[src/rtl/multi_reaction_timer.sv]
// Multi-player reaction timer: random ARMED wait, GO LED, per-player ms capture, fouls, winner, timeout.
// Latency: all outputs registered, updated at the edge that samples the input event; no backpressure (level inputs).
module multi_reaction_timer #(
    parameter int          N_PLAYERS    = 4,
    parameter int          CNT_W        = 11,
    parameter int          DELAY_MIN    = 1000,
    parameter int          DELAY_SPAN_W = 11,
    parameter logic [15:0] LFSR_SEED    = 16'hACE1
) (
    input  logic                       clk,
    input  logic                       clear,
    input  logic                       tick,
    input  logic                       start,
    input  logic [N_PLAYERS-1:0]       stop,
    output logic                       led,
    output logic [1:0]                 state,
    output logic [N_PLAYERS*CNT_W-1:0] times,
    output logic [N_PLAYERS-1:0]       valid,
    output logic [N_PLAYERS-1:0]       foul,
    output logic [N_PLAYERS-1:0]       winner,
    output logic                       timeout
);

    localparam int DLY_A = DELAY_SPAN_W + 1;
    localparam int DLY_B = $clog2(DELAY_MIN + (1 << DELAY_SPAN_W));
    localparam int DLY_W = (DLY_A > DLY_B) ? DLY_A : DLY_B;

    localparam logic [DLY_W-1:0] DLY_BASE = DLY_W'(DELAY_MIN);
    localparam logic [DLY_W-1:0] DLY_ONE  = DLY_W'(1);
    localparam logic [CNT_W-1:0] CNT_MAX  = '1;
    localparam logic [15:0]      LFSR_TAPS = 16'hB400;

    typedef enum logic [1:0] {
        IDLE  = 2'd0,
        ARMED = 2'd1,
        GO    = 2'd2,
        DONE  = 2'd3
    } st_t;

    st_t                  st;
    logic                 start_q;
    logic [N_PLAYERS-1:0] stop_q;
    logic [15:0]          lfsr;
    logic [15:0]          lfsr_nxt;
    logic [DLY_W-1:0]     delay_cnt;
    logic [DLY_W-1:0]     delay_load;
    logic [CNT_W-1:0]     cnt;

    logic                 start_rise;
    logic [N_PLAYERS-1:0] stop_rise;
    logic [N_PLAYERS-1:0] resolved;
    logic [N_PLAYERS-1:0] fresh;
    logic [N_PLAYERS-1:0] foul_nxt;
    logic [N_PLAYERS-1:0] resolved_nxt;
    logic [N_PLAYERS-1:0] first_cap;
    logic                 cnt_hits_max;

    assign state = st;

    // Right-shift Galois form of x^16+x^14+x^13+x^11.
    assign lfsr_nxt   = {1'b0, lfsr[15:1]} ^ (lfsr[0] ? LFSR_TAPS : 16'h0000);
    assign delay_load = DLY_BASE + {{(DLY_W-DELAY_SPAN_W){1'b0}}, lfsr[DELAY_SPAN_W-1:0]};

    assign start_rise   = start & ~start_q;
    assign stop_rise    = stop & ~stop_q;
    assign resolved     = valid | foul;
    assign fresh        = stop_rise & ~resolved;
    assign foul_nxt     = foul | fresh;
    assign resolved_nxt = resolved | fresh;
    assign cnt_hits_max = tick && (cnt == CNT_MAX - 1'b1);

    // Lowest-indexed fresh press wins a same-cycle tie.
    always_comb begin
        first_cap = '0;
        for (int i = N_PLAYERS - 1; i >= 0; i--) begin
            if (fresh[i]) begin
                first_cap    = '0;
                first_cap[i] = 1'b1;
            end
        end
    end

    always_ff @(posedge clk or posedge clear) begin
        if (clear) begin
            st        <= IDLE;
            led       <= 1'b0;
            start_q   <= 1'b1;
            stop_q    <= '1;
            lfsr      <= LFSR_SEED;
            delay_cnt <= '0;
            cnt       <= '0;
            times     <= '0;
            valid     <= '0;
            foul      <= '0;
            winner    <= '0;
            timeout   <= 1'b0;
        end else begin
            lfsr    <= lfsr_nxt;
            start_q <= start;
            stop_q  <= stop;

            case (st)
                IDLE, DONE: begin
                    if (start_rise) begin
                        st        <= ARMED;
                        led       <= 1'b0;
                        delay_cnt <= delay_load;
                        cnt       <= '0;
                        times     <= '0;
                        valid     <= '0;
                        foul      <= '0;
                        winner    <= '0;
                        timeout   <= 1'b0;
                    end
                end

                ARMED: begin
                    foul <= foul_nxt;
                    // A full foul-out ends the round even if GO was due this cycle.
                    if (&foul_nxt) begin
                        st  <= DONE;
                        led <= 1'b0;
                    end else if (tick) begin
                        if (delay_cnt == DLY_ONE) begin
                            st  <= GO;
                            led <= 1'b1;
                        end else begin
                            delay_cnt <= delay_cnt - 1'b1;
                        end
                    end
                end

                GO: begin
                    for (int i = 0; i < N_PLAYERS; i++) begin
                        if (fresh[i]) begin
                            times[i*CNT_W +: CNT_W] <= cnt;
                        end
                    end
                    valid <= valid | fresh;
                    if ((winner == '0) && (|fresh)) begin
                        winner <= first_cap;
                    end
                    if (tick && (cnt != CNT_MAX)) begin
                        cnt <= cnt + 1'b1;
                    end

                    if (&resolved_nxt) begin
                        st  <= DONE;
                        led <= 1'b0;
                    end else if (cnt_hits_max) begin
                        timeout <= 1'b1;
                        st      <= DONE;
                        led     <= 1'b0;
                    end
                end

                default: begin
                    st  <= IDLE;
                    led <= 1'b0;
                end
            endcase
        end
    end

endmodule

[config.mk]
export PLATFORM = sky130hd
export DESIGN_NAME = multi_reaction_timer
export DESIGN_NICKNAME = d
export VERILOG_FILES = /design/src/rtl/multi_reaction_timer.sv
export SDC_FILE = /design/constraint.sdc
export NUM_CORES = 1
export LEC_CHECK = 0
export ABC_AREA = 1
export ABC_CLOCK_PERIOD_IN_PS = 8170
export BUFFER_PORTS_ARGS = -buffer_cell sky130_fd_sc_hd__buf_2
export CORE_MARGIN = 2
export CORE_UTILIZATION = 62
export CTS_BUF_LIST = sky130_fd_sc_hd__clkbuf_16
export DETAILED_ROUTE_END_ITERATION = 10
export PLACE_DENSITY = 0.87
export SLEW_MARGIN = 20
export SYNTH_ARGS = -nofsm -noshare
export SYNTH_HDL_FRONTEND = slang
export SYNTH_SLANG_ARGS = --single-unit
[constraint.sdc]
create_clock -name clk -period 8.17 [get_ports clk]
set_clock_uncertainty 0.05 [all_clocks]
set_input_delay 0.4085 -clock clk [delete_from_list [all_inputs] [get_ports clk]]
set_output_delay 0.4085 -clock clk [all_outputs]
set_load 0.05 [all_outputs]
## After elaboration in Yosys (flattened, before gate mapping)

Cells that the tools add are included.

- Output and inout port bits: 60
- Bits in registers: 104
- Input port bits: 8
- Logic and storage cells: 113

- Equal/unequal tests: 21
- Bitwise gates (word level): 11
- Reduce and logical (&&, ||, !) cells: 22
- Add/sub/neg operators: 3
- Mux-type cells: 41

Operators by type and width:

| kind | count |
|---|---|
| 44-bit one-hot mux with 2 select lines | 1 |
| 11-bit 2-to-1 mux | 6 |
| 12-bit 2-to-1 mux | 4 |
| 44-bit 2-to-1 mux | 1 |
| 4-bit 2-to-1 mux | 6 |
| 2-bit inequality test, second input constant | 12 |
| 12-bit one-hot mux with 2 select lines | 1 |
| 4-bit one-hot mux with 2 select lines | 3 |
| 11-bit one-hot mux with 2 select lines | 1 |
| 3-bit AND reduction | 6 |
| 16-bit 2-to-1 mux | 1 |
| 4-bit OR | 4 |
| 4-bit AND reduction | 4 |
| 15-bit by 16-bit XOR with 16-bit output | 1 |
| 10-bit by 11-bit adder with 12-bit output, first input constant | 1 |
| 12-bit by 1-bit == test with 1-bit output, second input constant | 1 |
| 2-bit 2-to-1 mux | 6 |
| 12-bit by 1-bit subtractor with 12-bit output, second input constant | 1 |
| 11-bit by 1-bit adder with 11-bit output, second input constant | 1 |
| 11-bit == test, second input constant | 1 |
| 11-bit inequality test, second input constant | 1 |
| 3-bit inequality test, second input constant | 3 |
| 4-bit bitwise AND | 2 |
| 1-bit 2-to-1 mux | 8 |
| other kinds (16) | 22 |

## Logic depth before layout (Yosys ltp)

Gate-level depths: netlist (run 1).

- Depth in word-level cells: 9
- Gate-level depth with buffers: 12
- Gate-level depth less buffers: 11

## Worst setup path after synthesis (run 1)

No wires, ideal clock.

- Kind: flip-flop to flip-flop
- Start: register st[0] (netlist: state[0])
- End: register times[33]
- Arrival: 1.923 ns
- Data required time: 7.989 ns
- Clock period less this slack: 2.104 ns
- Setup time: 0.131 ns
- Slack: 6.066 ns
- Path buffers: 2
- Stages on the path, launching flop included: 10
- Path through: dfrtp_1 inv_1 ha_1 nand3_1 nor2_2 inv_2 buf_2 buf_2 nand3_1 o21ai_0

- Longest elaborated chain between the ends: 4
- Elaborated cells on any way between the ends: 9
- Those cells by class: eq/ne: 4; mux: 1; reduce/logical: 4

Ends and longest elaborated chain:

| what | line | source |
|---|---|---|
| from (decl) | 40 | `st_t st;` |
| from (signal assigned) | 85 | `st <= IDLE;` |
| from (signal assigned) | 105 | `st <= ARMED;` |
| from (signal assigned) | 121 | `st <= DONE;` |
| 2-bit == test / 2-bit logical NOT (equally long branches) | 102 | `case (st)` |
| 2-bit OR reduction | 102 |  |
| 2-bit inequality test (no source line) / 2-bit nonzero test (equally long branches) | -- |  |
| 3-bit AND reduction (no source line) | -- |  |
| to (signal, indexed assignment) | 136 | `times[i*CNT_W +: CNT_W] <= cnt;` |
| to (decl) | 17 | `output logic [N_PLAYERS*CNT_W-1:0] times,` |

Parallel ways exist; a longest one is shown, timed or not.
A chain may end at the register's enable or synchronous reset.

## Worst setup path after layout (run 1)

- Start: register st[0] (netlist: state[0])
- End: register times[39]

The elaborated chain is that of the path after synthesis.

==> results.yml, run 1 <==
die:
  rows: 32
  die_y_um: 92.4
  die_width_um: 92.4
  initial_utilization_pct: 63.4
  io-pin-count: 68
  core_area_sq_um: 7650
  die_area_sq_um: 8540
critical_path:
  r2r_setup_slack_ns: 5.28
  critPathMaxFanout: 27
  critPathLaunchType: "flop"
  crit-reg2reg-launch: "state[0]"
  worst_path_max_delay_cell: "ha_1"
  startpoint: "state[0]"
  timing.rr.end: "times[39]"
  required_ns: 8.32
  crit_chain: "inv_1, ha_1, nor2_2, nor2_4, nand3_1, nand3_1, o21ai_0"
  worstSetupPathType: "flop to flop"
  crit_top_cell: "nand3_1"
  reg2regPathDepth: 7
  slowest_delay_ns: 0.79
  cp.arrival_ns: 3.04
  crit_path_end_kind: "flop"
place:
  dp_slack_ns: 5.33
  dp.cells: 726
  postPlaceCellArea_sq_um: 5210
  port_buffers: 67
  place_hpwl_um: 7860
  place_congestion: 0.927
clock_tree:
  clock-sinks: 104
  post-cts-setup-buffer-count: 0
  path_clk_slew_ns: 0.08
  cts_root_buf: "clkbuf_16"
  htreeDepth: 3
  cts_tree: "yes"
  insertion_delay_ns: 0.34
  cts_buffers: 9
  cts_hold_buffers: 0
  clock_path_buffers: 2
  post_cts_resized: 0
grt:
  grt_pass1_vias: 3996
  grt-ovfl-total: 0
  grt_usage_pct: 27.9
  grt_max_degree: 74
  antenna_found_initial: 0
  grt_pass1_wl_um: 18800
sta:
  period_minus_slack_ns: 2.89
  max_slew_margin_pct: 31.6
  grt_setup_unrepaired: "false"
  hold_violations: 0
  worst_slew_pin_slew_ns: 1.03
  fmax_ghz: 0.346
  layout_setup_ws_ns: 5.28
  slew_viol_final: 0
  setup_tns_ns: 0
  period_share_pct: 35.4
  setup_viol: 0
synthesis:
  synthesis.nets: 591
  synthFlopType: "dfrtp_1"
  yosys_warnings: 0
  avgSynthCellArea_sq_um: 8.41
  yosysTopAreaCell: "dfrtp_1"
  async_reset_ff_share_pct: 100
  synth_area_leaders: "dfrtp_1, nand2_1, dfstp_2, o21ai_0, nand3_1"
  synth.distinct_cells: 32
  syn_area_sq_um: 4850
  synthCells: 576
  synth_edf_count: 0
  synth_top_area_share_pct: 47.0
  ys_seq_area_share_pct: 54.0
  ys_seq_elements: 104
power_and_ir_drop:
  p_leak_nw: 2.81
  peakVddDrop_uv: 185
  powerDensity_nw_per_um2: 331
detailed_routing:
  routedWlPerCell_um: 15.3
  ant_nets: 0
  drc: 0
  vias_per_cell: 5.66
  num_vias: 4203
  first_pass_iters: 7
  wl_um: 11400
  drt-initial-drc-count: 292
cells_and_area:
  fin_nets: 650
  finalInstanceArea_sq_um: 5500
  area_growth_pct: 13.5
  layout-drive-gt1-share_pct: 19.7
  fin_util_pct: 71.9
  fin_cells: 742
  num_antenna_cells: 0
run:
  drv_cap: 0
outcome:
  run_status: "completed"
worst_hold_path:
  hold_class: "input port to async pin"
## cells in the final DEF (no fill, tap or decap), types with 2 or more instances in the layout
cell,instances
nand2_1,142
dfrtp_1,91
buf_2,67
o21ai_0,60
nor2_1,55
nand3_1,54
inv_1,50
a21oi_1,15
o21ai_1,13
dfstp_2,13
o21ai_2,10
clkbuf_16,9
nand4_1,8
nor2_2,7
ha_1,7
xor2_1,6
inv_2,5
nor3_1,4
nand2_2,2
o21bai_1,2
a31oi_1,2
o31ai_1,2
inv_6,2
inv_8,2
## cell usage after synthesis, types with 2 or more instances
library cell and instances:
nand2_1 142, dfrtp_1 91, o21ai_0 60, nor2_1 56
nand3_1 54, inv_1 51, a21oi_1 15, dfstp_2 13
o21ai_1 13, buf_2 10, o21ai_2 10, nand4_1 8
ha_1 7, clkbuf_1 6, nor2_2 6, xor2_1 6
inv_2 5, nor3_1 4, a31oi_1 2, buf_6 2
nand2_2 2, o21bai_1 2, o31ai_1 2
## critical path: cells and delay by family, from the launching register on
kind	cells	cell delay [ns]
AO/OA/AOI/OAI	1	0.11
adder cells (fa/ha/maj)	1	0.79
buffers and inverters	1	0.07
flip-flops	1	0.42
AND/OR/NAND/NOR	4	1.29
## registers in the layout, indices dropped and copies added, names as in the netlist, 2 cells and up
| register | flops |
|---|---|
| cnt | 11 |
| delay_cnt | 12 |
| foul | 4 |
| lfsr | 16 |
| state | 2 |
| stop_q | 4 |
| times | 44 |
| valid | 4 |
| winner | 4 |
## metal layers
layer	GRT usage (%)	wire [um]
met3	6.10	720
met4	11.3	288
met1	37.5	4870
met5	0	0
met2	44.4	5470
## per-stage QoR
| stage | total power, W | hold WS [ns] |
|---|---|---|
| 2_1_floorplan | 0.00126 | 0.283 |
| 3_3_place_gp | 0.00136 | 0.290 |
| 3_5_place_dp | 0.00139 | 0.293 |
| 4_1_cts | 0.00181 | 0.0158 |
| 5_1_grt | 0.00192 | 0.0340 |
| 6_report | 0.00182 | 0.00648 |
## how the worst max path moves through the flow
| stage | cells past startpoint | end | slack (ns) |
|---|---|---|---|
| after global routing | 7 | times[43] | 5.02 |
| after detailed placement | 5 | times[23] | 5.33 |
| final | 7 | times[39] | 5.28 |
| after floorplan | 1 | cnt[0] | 5.00 |
| after CTS | 7 | times[39] | 5.32 |
| after global placement | 7 | times[38] | 5.52 |
## layout make-up
type / instances / area [sq um]
repair buffers: 68 / 343
clock buffers: 9 / 225
multi-input cells: 396 / 1910
well taps: 102 / 128
clock inverters: 7 / 61.3
inverters: 56 / 213
flip-flops and latches: 104 / 2620
fillers: 553 / 2150
## cell families (layout without fill, tap and decap cells)
logic type | count (synthesis) | after routing | share of synthesized area, %
adder cells (fa/ha/maj) | 7 | 7 | 1.81
flip-flops | 104 | 104 | 54.0
AO/OA/AOI/OAI | 106 | 106 | 12.3
buffers and inverters | 76 | 140 | 6.53
AND/OR/NAND/NOR | 276 | 276 | 24.1
XOR/XNOR | 7 | 7 | 1.27
## report_power, final
part | switching [W] | leakage [nW] | internal [W]
clock network | 0.000205 | 0.140 | 0.000213
registers | 0.0000506 | 1.37 | 0.000581
logic | 0.000586 | 1.30 | 0.000182
Note: power is estimated with default switching activity, not from simulation.
==> run 2: changes to the inputs <==
--- a/config.mk
+++ b/config.mk
@@ -6,13 +6,13 @@
 export NUM_CORES = 1
 export LEC_CHECK = 0
 export ABC_AREA = 1
-export ABC_CLOCK_PERIOD_IN_PS = 8170
+export ABC_CLOCK_PERIOD_IN_PS = 2750
 export BUFFER_PORTS_ARGS = -buffer_cell sky130_fd_sc_hd__buf_2
 export CORE_MARGIN = 2
-export CORE_UTILIZATION = 62
+export CORE_UTILIZATION = 57
 export CTS_BUF_LIST = sky130_fd_sc_hd__clkbuf_16
 export DETAILED_ROUTE_END_ITERATION = 10
-export PLACE_DENSITY = 0.87
+export PLACE_DENSITY = 0.81
 export SLEW_MARGIN = 20
 export SYNTH_ARGS = -nofsm -noshare
 export SYNTH_HDL_FRONTEND = slang
==> constraint.sdc (replaced) <==
create_clock -name clk -period 2.75 [get_ports clk]
set_clock_uncertainty 0.05 [all_clocks]
set_input_delay 0.1375 -clock clk [delete_from_list [all_inputs] [get_ports clk]]
set_output_delay 0.1375 -clock clk [all_outputs]
set_load 0.05 [all_outputs]
==> results.yml, run 2 (same netlist as run 1, synthesis figures left out) <==
critical_path:
  r2r_setup_slack_ns: 0.27
  critPathLaunchType: "flop"
  startpoint: "state[0]"
  crit-reg2reg-launch: "state[0]"
  crit_path_end_kind: "flop"
  cp.arrival_ns: 2.71
  required_ns: 2.98
  worstSetupPathType: "flop to flop"
  critPathMaxFanout: 22
sta:
  fmax_ghz: 0.403
  setup_tns_ns: 0
  grt_setup_unrepaired: "false"
  slew_viol_final: 0
  worst_slew_pin_slew_ns: 1.01
  setup_viol: 0
  max_slew_margin_pct: 32.7
  hold_violations: 0
  period_minus_slack_ns: 2.48
  period_share_pct: 90.2
place:
  port_buffers: 67
  place_congestion: 0.869
  place_hpwl_um: 7730
run:
  drv_cap: 0
detailed_routing:
  routedWlPerCell_um: 14.6
  wl_um: 11000
  first_pass_iters: 5
  drc: 0
  vias_per_cell: 5.57
  ant_nets: 0
  drt-initial-drc-count: 292
  num_vias: 4209
die:
  io-pin-count: 68
  die_area_sq_um: 9260
  die_y_um: 96.2
  core_area_sq_um: 8220
  rows: 33
  die_width_um: 96.2
  initial_utilization_pct: 59.0
clock_tree:
  cts_buffers: 9
  htreeDepth: 3
  clock-sinks: 104
  clock_path_buffers: 2
  cts_hold_buffers: 6
  insertion_delay_ns: 0.34
  cts_tree: "yes"
  path_clk_slew_ns: 0.07
  cts_root_buf: "clkbuf_16"
  post-cts-setup-buffer-count: 0
  post_cts_resized: 0
cells_and_area:
  regMostFlops: "times"
  largest_register_ffs: 44
  top_regs: "times (44), lfsr (16), delay_cnt (12)"
  area_growth_pct: 16.4
  fin_nets: 661
  multi_input_area_sq_um: 1910
  fin_util_pct: 68.6
  layout_common_cells: "nand2_1, dfrtp_1, buf_2"
  layout-drive-gt1-share_pct: 20.0
  regArea_sq_um: 2620
  num_antenna_cells: 0
  fillers: 632
  layout_commonest_cell: "nand2_1"
power_and_ir_drop:
  powerDensity_nw_per_um2: 976
  peakVddDrop_uv: 592
  p_leak_nw: 2.87
grt:
  grt_usage_pct: 25.5
  grt_pass1_wl_um: 18200
  grt-ovfl-total: 0
  grt_max_degree: 59
  antenna_found_initial: 0
  grt_pass1_vias: 3810
worst_hold_path:
  hold_class: "input port to flop"
  holdCritStartpoint: "tick"
outcome:
  run_status: "completed"
==> run 2: changes by cell type in the layout (fill, tap and decap cells not counted) <==
cell and delta:
clkinvlp_4 +1, buf_4 +4, nor2_2 -1, inv_6 -1, inv_4 -1, buf_12 +1
bufinv_16 +1, dlygate4sd3_1 +6, clkinv_4 +1, clkinv_2 -1, nor2_1 +1
==> run 2: final cells by class <==
type                       count  share of cell area (%)
clock inverter                 7                    1.53
timing repair buffer          79                    8.03
sequential                   104                    46.4
tap                          105                    2.33
multi-input combinational    396                    33.9
clock buffer                   9                    3.99
inverter                      56                    3.79
==> run 2: final timing paths <==
path	end	cells after the start
worst max-delay path	delay_cnt[7]	11
max in group asynchronous	lfsr[0]	4
min in group asynchronous	foul[3]	3
worst min-delay path	cnt[1]	3
worst max register to register	delay_cnt[7]	11
worst min register to register	lfsr[11]	0
==> run 2: report_power, final <==
part	total (W)	internal [W]	switching, W
combinational	0.00231	0.000580	0.00173
clock	0.00132	0.000725	0.000594
sequential	0.00187	0.00173	0.000148
==> run 2: worst max-delay path, stage by stage (launching register included) <==
cell     delay (ns)
dfrtp_1        0.39
inv_1          0.06
ha_1           0.35
inv_2          0.11
a21oi_4        0.05
inv_2          0.06
o21ai_1        0.07
nor2_1         0.09
nand2_1        0.11
nor2_2         0.80
nand2_1        0.17
nand2_1        0.11
==> run 2: metrics by stage <==
step	cell area (sq um)	power [W]	setup slack [ns]	hold slack, ns	std cells
2_1_floorplan	4850	0.00375	0.646	0.0920	576
3_3_place_gp	5270	0.00410	0.421	0.135	734
3_5_place_dp	5270	0.00417	0.316	0.140	734
4_1_cts	5640	0.00551	0.297	0.0883	756
5_1_grt	5640	0.00586	0.0609	0.110	756
6_report	5640	0.00550	0.270	0.0988	756
==> run 2: per-layer routing <==
metal	track usage [%]	vias to the layer above	share of wire, %
met1	33.9	2042	43
li1	-	2007	-
met5	0	-	0
met4	8.81	0	1.7
met3	4.15	18	5.8
met2	42.4	142	49
